## src/rtl/muldiv_pkg.sv

```systemverilog
// Shared definitions for the iterative multiply/divide unit:
// funct3 operation codes, FSM state encoding and small op-decode helpers.
package muldiv_pkg;

    localparam int unsigned OP_W = 3;

    localparam logic [OP_W-1:0] OP_MUL    = 3'd0;
    localparam logic [OP_W-1:0] OP_MULH   = 3'd1;
    localparam logic [OP_W-1:0] OP_MULHSU = 3'd2;
    localparam logic [OP_W-1:0] OP_MULHU  = 3'd3;
    localparam logic [OP_W-1:0] OP_DIV    = 3'd4;
    localparam logic [OP_W-1:0] OP_DIVU   = 3'd5;
    localparam logic [OP_W-1:0] OP_REM    = 3'd6;
    localparam logic [OP_W-1:0] OP_REMU   = 3'd7;

    typedef enum logic [1:0] {
        S_IDLE = 2'd0,
        S_CALC = 2'd1,
        S_FIX  = 2'd2,
        S_DONE = 2'd3
    } state_t;

    // Divide-class ops (DIV/DIVU/REM/REMU) all have funct3[2] set.
    function automatic logic is_div(input logic [OP_W-1:0] op);
        return op[2];
    endfunction

    // Remainder ops (REM/REMU) are the divide ops with funct3[1] set.
    function automatic logic is_rem(input logic [OP_W-1:0] op);
        return op[2] & op[1];
    endfunction

endpackage

```

## src/rtl/muldiv_step.sv

```systemverilog
// One combinational radix-2 iteration shared by multiply and divide.
//   acc      : {hi, lo} working register (product or {remainder, dividend/quotient})
//   opnd     : multiplicand (multiply) or divisor (divide)
//   div_mode : 1 = restoring divide step, 0 = shift-add multiply step
//   acc_next : updated working register (divide leaves bit 0 clear)
//   q_bit    : quotient bit produced by a divide step (0 when multiplying)
module muldiv_step #(
    parameter int unsigned WIDTH = 32
) (
    input  logic [2*WIDTH-1:0] acc,
    input  logic [WIDTH-1:0]   opnd,
    input  logic               div_mode,
    output logic [2*WIDTH-1:0] acc_next,
    output logic               q_bit
);

    logic [WIDTH:0]   sum;
    logic [WIDTH:0]   rem_ext;
    logic [WIDTH-1:0] diff;
    logic             borrow;

    assign sum     = {1'b0, acc[2*WIDTH-1:WIDTH]} + {1'b0, opnd};
    // Partial remainder shifted left with the next dividend bit brought in.
    assign rem_ext = {acc[2*WIDTH-1:WIDTH], acc[WIDTH-1]};
    assign borrow  = rem_ext < {1'b0, opnd};
    // Only used when no borrow, where the true difference fits in WIDTH bits.
    assign diff    = rem_ext[WIDTH-1:0] - opnd;

    always_comb begin
        acc_next = acc;
        q_bit    = 1'b0;
        if (div_mode) begin
            q_bit    = ~borrow;
            acc_next = {(borrow ? rem_ext[WIDTH-1:0] : diff), acc[WIDTH-2:0], 1'b0};
        end else if (acc[0]) begin
            acc_next = {sum, acc[WIDTH-1:1]};
        end else begin
            acc_next = {1'b0, acc[2*WIDTH-1:1]};
        end
    end

endmodule

```

## src/rtl/muldiv_unit.sv

```systemverilog
// Iterative RV32M multiply/divide unit (radix-2 shift-add / restoring divide).
//   clk, rst_n            : clock, async active-low reset
//   in_valid/in_ready     : request handshake; op/a/b captured on accept
//   op, a, b              : funct3 operation and rs1/rs2 operands
//   flush                 : abort any in-flight operation on the next edge
//   out_valid/out_ready   : result handshake; result held under backpressure
//   result                : computed value (qualify with out_valid)
//   busy                  : unit is not idle
module muldiv_unit
    import muldiv_pkg::*;
#(
    parameter int unsigned WIDTH = 32
) (
    input  logic             clk,
    input  logic             rst_n,
    input  logic             in_valid,
    output logic             in_ready,
    input  logic [OP_W-1:0]  op,
    input  logic [WIDTH-1:0] a,
    input  logic [WIDTH-1:0] b,
    input  logic             flush,
    output logic             out_valid,
    input  logic             out_ready,
    output logic [WIDTH-1:0] result,
    output logic             busy
);

    localparam int unsigned    CNT_W    = $clog2(WIDTH) + 1;
    localparam logic [CNT_W-1:0] LAST_CNT = CNT_W'(WIDTH);
    localparam logic [WIDTH-1:0] MOST_NEG = {1'b1, {(WIDTH-1){1'b0}}};

    state_t                 state_q, state_d;
    logic [CNT_W-1:0]       cnt_q, cnt_d;
    logic [2*WIDTH-1:0]     acc_q, acc_d;
    logic [WIDTH-1:0]       opnd_q, opnd_d;
    logic [OP_W-1:0]        op_q, op_d;
    logic                   neg_q, neg_d;
    logic [WIDTH-1:0]       result_d;
    logic                   out_valid_d, in_ready_d, busy_d;

    logic                   a_neg, b_neg, neg_c;
    logic [WIDTH-1:0]       mag_a, mag_b;
    logic                   special;
    logic [WIDTH-1:0]       special_val;
    logic [2*WIDTH-1:0]     prod;
    logic [WIDTH-1:0]       div_sel, fix_val;
    logic [2*WIDTH-1:0]     step_acc;
    logic                   step_q;

    muldiv_step #(.WIDTH(WIDTH)) u_step (
        .acc      (acc_q),
        .opnd     (opnd_q),
        .div_mode (is_div(op_q)),
        .acc_next (step_acc),
        .q_bit    (step_q)
    );

    // Operand preparation: magnitudes, result sign and short-circuit cases.
    always_comb begin
        a_neg = a[WIDTH-1] & ((op == OP_MULH) | (op == OP_MULHSU) | (op == OP_DIV) | (op == OP_REM));
        b_neg = b[WIDTH-1] & ((op == OP_MULH) | (op == OP_DIV) | (op == OP_REM));
        mag_a = a_neg ? -a : a;
        mag_b = b_neg ? -b : b;
        neg_c = (op == OP_REM) ? a_neg : (a_neg ^ b_neg);
        special     = 1'b0;
        special_val = '0;
        if (is_div(op) && (b == '0)) begin
            special     = 1'b1;
            special_val = is_rem(op) ? a : '1;
        end else if (((op == OP_DIV) || (op == OP_REM)) && (a == MOST_NEG) && (b == '1)) begin
            special     = 1'b1;
            special_val = (op == OP_DIV) ? a : '0;
        end
    end

    // Sign fix-up and result selection; the product is negated at full width
    // so the high half carries the borrow from the low half.
    always_comb begin
        prod    = neg_q ? -acc_q : acc_q;
        div_sel = is_rem(op_q) ? acc_q[2*WIDTH-1:WIDTH] : acc_q[WIDTH-1:0];
        if (is_div(op_q)) begin
            fix_val = neg_q ? -div_sel : div_sel;
        end else if (op_q == OP_MUL) begin
            fix_val = prod[WIDTH-1:0];
        end else begin
            fix_val = prod[2*WIDTH-1:WIDTH];
        end
    end

    // Next-state and datapath update.
    always_comb begin
        state_d  = state_q;
        cnt_d    = cnt_q;
        acc_d    = acc_q;
        opnd_d   = opnd_q;
        op_d     = op_q;
        neg_d    = neg_q;
        result_d = result;
        case (state_q)
            S_IDLE: begin
                if (in_valid && !flush) begin
                    op_d   = op;
                    neg_d  = neg_c;
                    acc_d  = {{WIDTH{1'b0}}, mag_a};
                    opnd_d = mag_b;
                    cnt_d  = '0;
                    if (special) begin
                        result_d = special_val;
                        state_d  = S_DONE;
                    end else begin
                        state_d  = S_CALC;
                    end
                end
            end
            S_CALC: begin
                if (cnt_q == LAST_CNT) begin
                    state_d = S_FIX;
                end else begin
                    acc_d = step_acc | {{(2*WIDTH-1){1'b0}}, step_q};
                    cnt_d = cnt_q + CNT_W'(1);
                end
            end
            S_FIX: begin
                result_d = fix_val;
                state_d  = S_DONE;
            end
            S_DONE: begin
                if (out_ready) begin
                    state_d = S_IDLE;
                end
            end
        endcase
        if (flush) begin
            state_d  = S_IDLE;
            result_d = result;
        end
        out_valid_d = (state_d == S_DONE);
        in_ready_d  = (state_d == S_IDLE);
        busy_d      = (state_d != S_IDLE);
    end

    always_ff @(posedge clk or negedge rst_n) begin
        if (!rst_n) begin
            state_q   <= S_IDLE;
            cnt_q     <= '0;
            acc_q     <= '0;
            opnd_q    <= '0;
            op_q      <= OP_MUL;
            neg_q     <= 1'b0;
            result    <= '0;
            out_valid <= 1'b0;
            in_ready  <= 1'b1;
            busy      <= 1'b0;
        end else begin
            state_q   <= state_d;
            cnt_q     <= cnt_d;
            acc_q     <= acc_d;
            opnd_q    <= opnd_d;
            op_q      <= op_d;
            neg_q     <= neg_d;
            result    <= result_d;
            out_valid <= out_valid_d;
            in_ready  <= in_ready_d;
            busy      <= busy_d;
        end
    end

endmodule

```

## config.mk

```make
export PLATFORM = sky130hd
export DESIGN_NAME = muldiv_unit
export DESIGN_NICKNAME = d
export VERILOG_FILES = /design/src/rtl/muldiv_pkg.sv /design/src/rtl/muldiv_step.sv /design/src/rtl/muldiv_unit.sv
export SDC_FILE = /design/constraint.sdc
export NUM_CORES = 1
export LEC_CHECK = 0
export CORE_UTILIZATION = 40
export DETAILED_ROUTE_END_ITERATION = 16
export SYNTH_ARGS = -nofsm -noshare
export SYNTH_HDL_FRONTEND = slang
export SYNTH_SLANG_ARGS = --single-unit
```

## constraint.sdc

```tcl
create_clock -name clk -period 4.6 [get_ports clk]
set_clock_uncertainty 0.2 [all_clocks]
set_input_delay 0.92 -clock clk [delete_from_list [all_inputs] [get_ports clk]]
set_output_delay 0.92 -clock clk [all_outputs]
set_load 0.02 [all_outputs]
```

==> PnR_summary.wiki, run 1 <==
{| class="wikitable"
! Metric !! Value
|-
| Run status || completed
|-
| Syn nets || 2291
|-
| Number of warnings reported in the yosys synthesis log || 0
|-
| Register area share after synthesis || between 20% and 30%
|-
| Number of max-capacitance violations reported || 0
|-
| Static Leakage || approximately 7.4 nW
|-
| Starting Density || 40.7%
|-
| Share of the core filled with cells || 46.3%
|-
| I/O pin cnt || 107
|-
| Drc violations || 0
|-
| Clk buf depth || 2
|-
| Overall routing resource usage || 29.1%
|-
| RSZ-0062 raised after global routing || no
|-
| Worst slew margin relative to its limit || 32.1%
|-
| Cell area after placement || around 0.017 mm2
|-
| Via count || 16.2k
|-
| Post-DRT Antenna Nets || 0
|-
| Peak supply drop || between 0.2 and 0.25 mV
|-
| Pre-antenna DRT Iters || 5
|-
| Tightest Pin Transition || 1.01 ns
|-
| Sort of element at the end of the critical path || flop
|-
| Worst-Skew Late Latency || ~0.46 ns
|-
| Class of the tightest hold or removal check || primary input to async pin
|-
| Post-DP HPWL || approximately 45000 um
|-
| Number of antenna violations at the first check in global routing || 0
|-
| Worst reg2reg setup slack || about 0.52 ns
|-
| Number of instances resized during post-cts repair || 0
|-
| Reg-to-reg startpoint || acc_q[1]
|-
| Routed WL || 58900 um
|-
| Worst reg2reg path endpoint || result[2]
|-
| Layout Cell Area excl Fill || 0.0180 mm2
|-
| Number of buffers inserted during clock tree synthesis || 17
|-
| Std-Cell Rows || 72
|-
| Full die area || approximately 0.04 mm2
|-
| Post-Syn Area per Cell || 7.35 um2
|-
| Bufs and invs on worst path || 4
|-
| Critical-path top delay cell || or3b_2
|-
| Min cycle time layout || roughly 4.2 ns
|-
| Post-layout nets || 2318
|-
| Synthesized flop and latch total || 143
|-
| Crit path launch || b[0]
|-
| Post-CTS setup-driven buffer insertion count || 0
|-
| Chip Height || around 200 um
|-
| Fraction of final layout cells sized beyond drive strength 1 || under 10%
|-
| Achievable clock frequency || 0.238 GHz
|-
| Maximum number of pins on one net before global-route repair || 77
|-
| Data arrival at the endpoint of the critical path || approximately 4.4 ns
|-
| Setup TNS || 0 ns
|-
| Startpoint kind of the worst setup timing path || primary input
|-
| Most frequent cells in the layout || 273 x nand2_1, 207 x o21ai_0, 180 x nor2_1
|-
| Category of cells accounting for the largest share of critical-path delay || simple AND/OR/NAND/NOR gates
|-
| Number of synthesized flops with an enable pin || 0
|-
| Die span in x || ~200 um
|-
| Diodes inserted || 0
|-
| Area growth from synthesis to final layout || 13.8%
|-
| Path type of the worst setup path || primary input to flop
|-
| Delay contributed by the slowest stage of the critical path || between 0.4 and 0.5 ns
|-
| Critical path required time || about 4.8 ns
|-
| Number of instances in the synthesized netlist || 2146
|-
| Wirelength per Cell || 21.8 um
|-
| Vias per cell || 6.00
|-
| Sink Count || 143
|-
| Tcrit/Tclk final || between 90% and 100%
|-
| CTS tree || built
|-
| Power density relative to cell area || between 500 and 600 mW/mm2
|-
| Hold-fix buffers at CTS || 0
|-
| Highest net fanout along the worst path || between 40 and 50
|-
| Final slew viol count || 0
|-
| Final weighted congestion of routability-driven global placement || around 0.94
|-
| Number of cells on the worst reg-to-reg path || 10
|-
| Port Buf Inserts || ~110
|-
| Synthesized area || 0.0158 mm2
|-
| CTS H-tree lvls || 4
|-
| Clock slew at the register clock pins of the worst setup and hold paths || 0.06 ns
|-
| Count of final hold-check violations || 0
|-
| Filler cells || between 3k and 4k
|-
| Vias in the first global route || 15.7k
|-
| Core area || just under 0.04 mm2
|-
| Ordered cell list for the critical path || clkdlybuf4s50_1 -> inv_1 -> ha_1 -> or3b_2 -> nor3_2 -> nand4_1 -> o32ai_1 -> a21oi_1 -> or3_2 -> buf_12 -> buf_4 -> o31ai_1
|-
| Wire length of the first global-routing pass || about 90000 um
|-
| Most common cell after layout, fill and taps aside || nand2_1
|-
| Total power after layout || roughly 9.4 mW
|-
| Total global routing overflow || 0
|-
| Asr flop ratio synth || 100%
|-
| Count of routing violations after the opening detailed-route iteration || around 1.3k
|-
| Number of library cell types mapped by synthesis || around 90
|-
| Buffer type at the clock tree root || clkbuf_16
|-
| Final setup vio count || 0
|-
| Most common flop cell mapped by yosys || dfrtp_1
|}
metal layers:
layer	global-route usage (%)	up-vias	share of wire, %
li1	-	7764	-
met2	48.4	593	47
met1	38.8	7747	45
met3	3.30	110	5.6
met4	11.0	0	3.3
met5	0	-	0
layout make-up:
cell class | instances | area [um2] | area share (%)
Timing Repair Buffer | 185 | 1710 | 9.50
Clock buffer | 25 | 485 | 2.70
Clock inverter | 6 | 37.5 | 0.209
Multi-Input combinational cell | 1751 | 11200 | 62.4
Sequential cell | 143 | 3580 | 20.0
Inverter | 75 | 282 | 1.57
Tap cell | 518 | 648 | 3.61
report_power, final:
group / internal [mW] / switching (mW)
clock network: 0.725 / 0.579
logic: 2.42 / 3.49
registers: 1.51 / 0.690
synthesized netlist by cell type (all sizes together) (44+ instances only):
cell type    n  area [um2]
a21oi      167         836
clkbuf     136         512
dfrtp      142        3550
ha          71         888
inv         74         278
mux2i       87         871
nand2      275        1030
nor2       182         686
nor3        49         283
o21ai      221        1110
o31ai       44         344
xnor2      119        1040
xor2        83         727
through the flow:
stage          setup slack [ns]  instances  hold WS, ns
2_1_floorplan             0.611       2146        0.260
3_3_place_gp             0.0581       2672        0.280
3_5_place_dp           0.000135       2672        0.280
4_1_cts                   0.454       2703        0.294
5_1_grt                   0.250       2703        0.312
6_report                  0.398       2703        0.283
worst max path at each step:
stage / to / slack, ns / cells after the start
final: result[4] / 0.40 / 12
after global routing: result[5] / 0.25 / 12
after floorplan: result[30] / 0.61 / 16
after global placement: result[5] / 0.06 / 12
after detailed placement: result[5] / 0.0001 / 12
after CTS: result[5] / 0.45 / 12
worst register-to-register path, stage by stage, from the launching register on:
cell and delay (ns):
dfrtp_1 0.47, inv_1 0.14, ha_1 0.23, nor2b_1 0.31
nand4_1 0.35, or4_1 0.82, o21ai_1 0.23, xor2_1 0.17
nor3_1 0.06, a2111oi_0 0.84, o31ai_1 0.11
kinds of logic (layout without fill, tap and decap cells):
kind of cell    count (synthesis)  in the layout  synth area share, %
simple gates                  714            714                 21.3
xor+xnor                      202            202                 11.2
fa+ha+maj                      73             73                 5.89
compound gates                671            671                 26.7
flops                         143            143                 22.7
buf+inv                       252            291                 6.44
mux                            91             91                 5.81
state kept, by name, indices dropped and copies added, names as in the netlist:
signal,flops
acc_q,64
opnd_q,32
result,32
cnt_q,6
op_q,3
state_q,2
busy,1
in_ready,1
neg_q,1
out_valid,1
No activity file was read; power rests on OpenSTA's default activity.
==> run 2: changes to the inputs <==
Settings changed: GPL_TIMING_DRIVEN set to 0, PLACE_DENSITY set to 0.7.
==> run 2 against run 1 <==
Compared with the run above:
- register-to-register slack got worse by 0.45 ns
- utilization rose by 0.93 points
- clock power grew 28%
- routed wire length grew 17%
==> PnR_summary.wiki, run 2 (same netlist as run 1, synthesis figures left out) <==
{| class="wikitable"
! Metric !! Value
|-
| PnR worst setup slack || 0.0738 ns (was 0.398 ns)
|-
| Die span in x || 201 um (unchanged)
|-
| Startpoint kind of the worst setup timing path || flop (was primary input)
|-
| Hold-fix buffers at CTS || 0 (unchanged)
|-
| Internal portion of total power || 5.00 mW (was 4.66 mW)
|-
| Number of max-capacitance violations reported || 0 (unchanged)
|-
| Starting Density || 40.7% (unchanged)
|-
| I/O pin cnt || 107 (unchanged)
|-
| Achievable clock frequency || 0.221 GHz (was 0.238 GHz)
|-
| Sw frac || 51.0% (was 50.5%)
|-
| Drc violations || 0 (unchanged)
|-
| Fraction of power consumed by the clock network || 16.4% (was 13.9%)
|-
| Post-DRT Antenna Nets || 0 (unchanged)
|-
| Count of final hold-check violations || 0 (unchanged)
|-
| Static Leakage || 7.45 nW (was 7.42 nW)
|-
| Class of the tightest hold or removal check || primary input to async pin (unchanged)
|-
| Power density relative to cell area || 557 mW/mm2 (was 525 mW/mm2)
|-
| Vias per cell || 6.19 (was 6.00)
|-
| Clk buf depth || 2 (unchanged)
|-
| Full die area || 0.0402 mm2 (unchanged)
|-
| Register with the most flip-flops || acc_q (unchanged)
|-
| Uppermost metal layer occupied by signal nets || met5 (was met4)
|-
| Power share of the combinational group || 65.5% (was 62.8%)
|-
| Final setup vio count || 0 (unchanged)
|-
| Biggest regs || acc_q: 64 flops, opnd_q: 32 flops, result: 32 flops (unchanged)
|-
| Vias in the first global route || 16.8k (was 15.7k)
|-
| Sink Count || 143 (unchanged)
|-
| Min cycle time layout || 4.53 ns (was 4.20 ns)
|-
| CTS H-tree lvls || 4 (unchanged)
|-
| Wire length of the first global-routing pass || 104000 um (was 91500 um)
|-
| Filler cells || 3972 (was 3937)
|-
| Worst-Skew Late Latency || 0.47 ns (was 0.46 ns)
|-
| Final slew viol count || 0 (unchanged)
|-
| Path type of the worst setup path || flop to flop (was primary input to flop)
|-
| Part of the power in registers || 18.1% (was 23.4%)
|-
| Total length of routed met3 wires || 5400 um (was 3280 um)
|-
| Layout Cell Area excl Fill || 0.0183 mm2 (was 0.0180 mm2)
|-
| Via count || 17.4k (was 16.2k)
|-
| Count of routing violations after the opening detailed-route iteration || 1635 (was 1344)
|-
| Post-DP HPWL || 55200 um (was 45400 um)
|-
| Std-Cell Rows || 72 (unchanged)
|-
| Cell Count Post-Placement || 2771 (was 2672)
|-
| Post-Place Worst Slack || -0.802 ns (was 0.000135 ns)
|-
| Port Buf Inserts || 105 (was 106)
|-
| Peak supply drop || 0.215 mV (was 0.228 mV)
|-
| Run status || completed (unchanged)
|-
| Cell area after placement || 0.0175 mm2 (was 0.0174 mm2)
|-
| Area growth from synthesis to final layout || 16.1% (was 13.8%)
|-
| Critical path required time || 4.75 ns (about the same)
|-
| Total power after layout || 10.2 mW (was 9.42 mW)
|-
| Post-layout nets || 2420 (was 2318)
|-
| Highest net fanout along the worst path || 8 (was 41)
|-
| CTS tree || built (unchanged)
|-
| Buffer type at the clock tree root || clkbuf_16 (unchanged)
|-
| Tcrit/Tclk final || 98.4% (was 91.3%)
|-
| Number of buffers inserted during clock tree synthesis || 17 (unchanged)
|-
| Worst slew margin relative to its limit || 20.0% (was 32.1%)
|-
| Clock slew at the register clock pins of the worst setup and hold paths || 0.06 ns (about the same)
|-
| Max reg flops || 64 (unchanged)
|-
| Final weighted congestion of routability-driven global placement || 1.08 (was 0.942)
|-
| Overall routing resource usage || 34.1% (was 29.1%)
|-
| Fraction of final layout cells sized beyond drive strength 1 || 5.46% (was 7.19%)
|-
| Wirelength per Cell || 24.6 um (was 21.8 um)
|-
| RSZ-0062 raised after global routing || no (unchanged)
|-
| Number of antenna violations at the first check in global routing || 1 (was 0)
|-
| Chip Height || 201 um (unchanged)
|-
| Most frequent cells in the layout || 274 x nand2_1, 207 x o21ai_0, 180 x nor2_1 (was 273 x nand2_1, 207 x o21ai_0, 180 x nor2_1)
|-
| Total global routing overflow || 0 (unchanged)
|-
| Core area || 0.0387 mm2 (unchanged)
|-
| Tightest Pin Transition || 1.20 ns (was 1.01 ns)
|-
| Most common cell after layout, fill and taps aside || nand2_1 (unchanged)
|-
| Sort of element at the end of the critical path || flop (unchanged)
|-
| Net switching power || 5.21 mW (was 4.76 mW)
|-
| Length of routed met2 wiring || 32300 um (was 27400 um)
|-
| Routed WL || 69000 um (was 58900 um)
|-
| Pre-antenna DRT Iters || 6 (was 5)
|-
| Cell Count, Final, Fillers Out || 2807 (was 2703)
|-
| Wire length the detailed router placed on met1 || 27400 um (was 26200 um)
|-
| Data arrival at the endpoint of the critical path || 4.67 ns (was 4.35 ns)
|-
| Maximum number of pins on one net before global-route repair || 74 (was 77)
|}
[run 2: cell types whose count changed in the layout (fill, tap and decap cells not counted), moves of 4 or more]
cell | previous run | this run
bufinv_16 | 0 | 7
buf_2 | 0 | 23
clkbuf_1 | 5 | 138
buf_6 | 1 | 5
buf_1 | 0 | 8
buf_4 | 75 | 10
[run 2: final timing paths]
kind / slack [ns] / depth (start not counted) / startpoint / to
setup reg to reg: 0.07 / 10 / acc_q[30] / result[13]
max in group asynchronous: 3.09 / 2 / rst_n / opnd_q[29]
setup / recovery: 0.07 / 10 / acc_q[30] / result[13]
hold reg to reg: 0.28 / 1 / result[18] / result[18]
hold / removal: 0.26 / 1 / rst_n / acc_q[8]
min in group clk: 0.28 / 1 / result[18] / result[18]
[run 2: critical path, cell delays in order, from the launching register on]
cell and delay (ns):
dfrtp_1 0.36, clkbuf_1 0.37, nor3_2 0.55, nand4_1 0.50, nor4_2 0.73, nand2_2 0.30
or4_1 0.58, o31ai_1 0.28, xnor2_1 0.13, o21ai_0 0.30, nand2_1 0.09
[run 2: area by class of cell]
type / instances / area [um2] / share of cell area, %
antenna: 1 / 2.50 / 0.0137
buffer: 176 / 743 / 4.06
clock buffer: 21 / 440 / 2.41
clock inverter: 11 / 236 / 1.29
inverter: 75 / 283 / 1.54
multi-input combinational: 1751 / 11200 / 61.4
sequential: 143 / 3580 / 19.6
tap: 518 / 648 / 3.54
timing repair buffer: 111 / 1130 / 6.17
[run 2: what timing repair did]
action / in CTS / in global routing
buffers inserted: 1 / 3
resized for setup: 15 / 6
pin swaps: 1 / 2
endpoints found under the setup margin: 32 / 43
[run 2: metrics by stage]
step	hold WS, ns	TNS, ns	util [%]
floorplan	0.260	0	-
global placement	0.256	-653.98	45.1
detailed placement	0.269	-23.15	45.2
CTS	0.283	0	47.1
global route	0.295	0	47.3
finish	0.264	0	47.3
[run 2: layer usage]
metal  up-vias  GRT usage [%]
met1      8282           42.0
met5         -              0
li1       7965              -
met4         2           18.8
met2       912           57.3
met3       202           4.90
[run 2: power groups by stage]
stage               Sequential (mW)  Combinational [mW]  Clock [mW]
finish                         1.85                6.69        1.67
global placement               1.84                6.37           0
floorplan                      1.71                4.64           0
CTS                            1.83                6.51        1.68
global route                   1.87                7.26        1.72
detailed placement             1.85                6.47           0
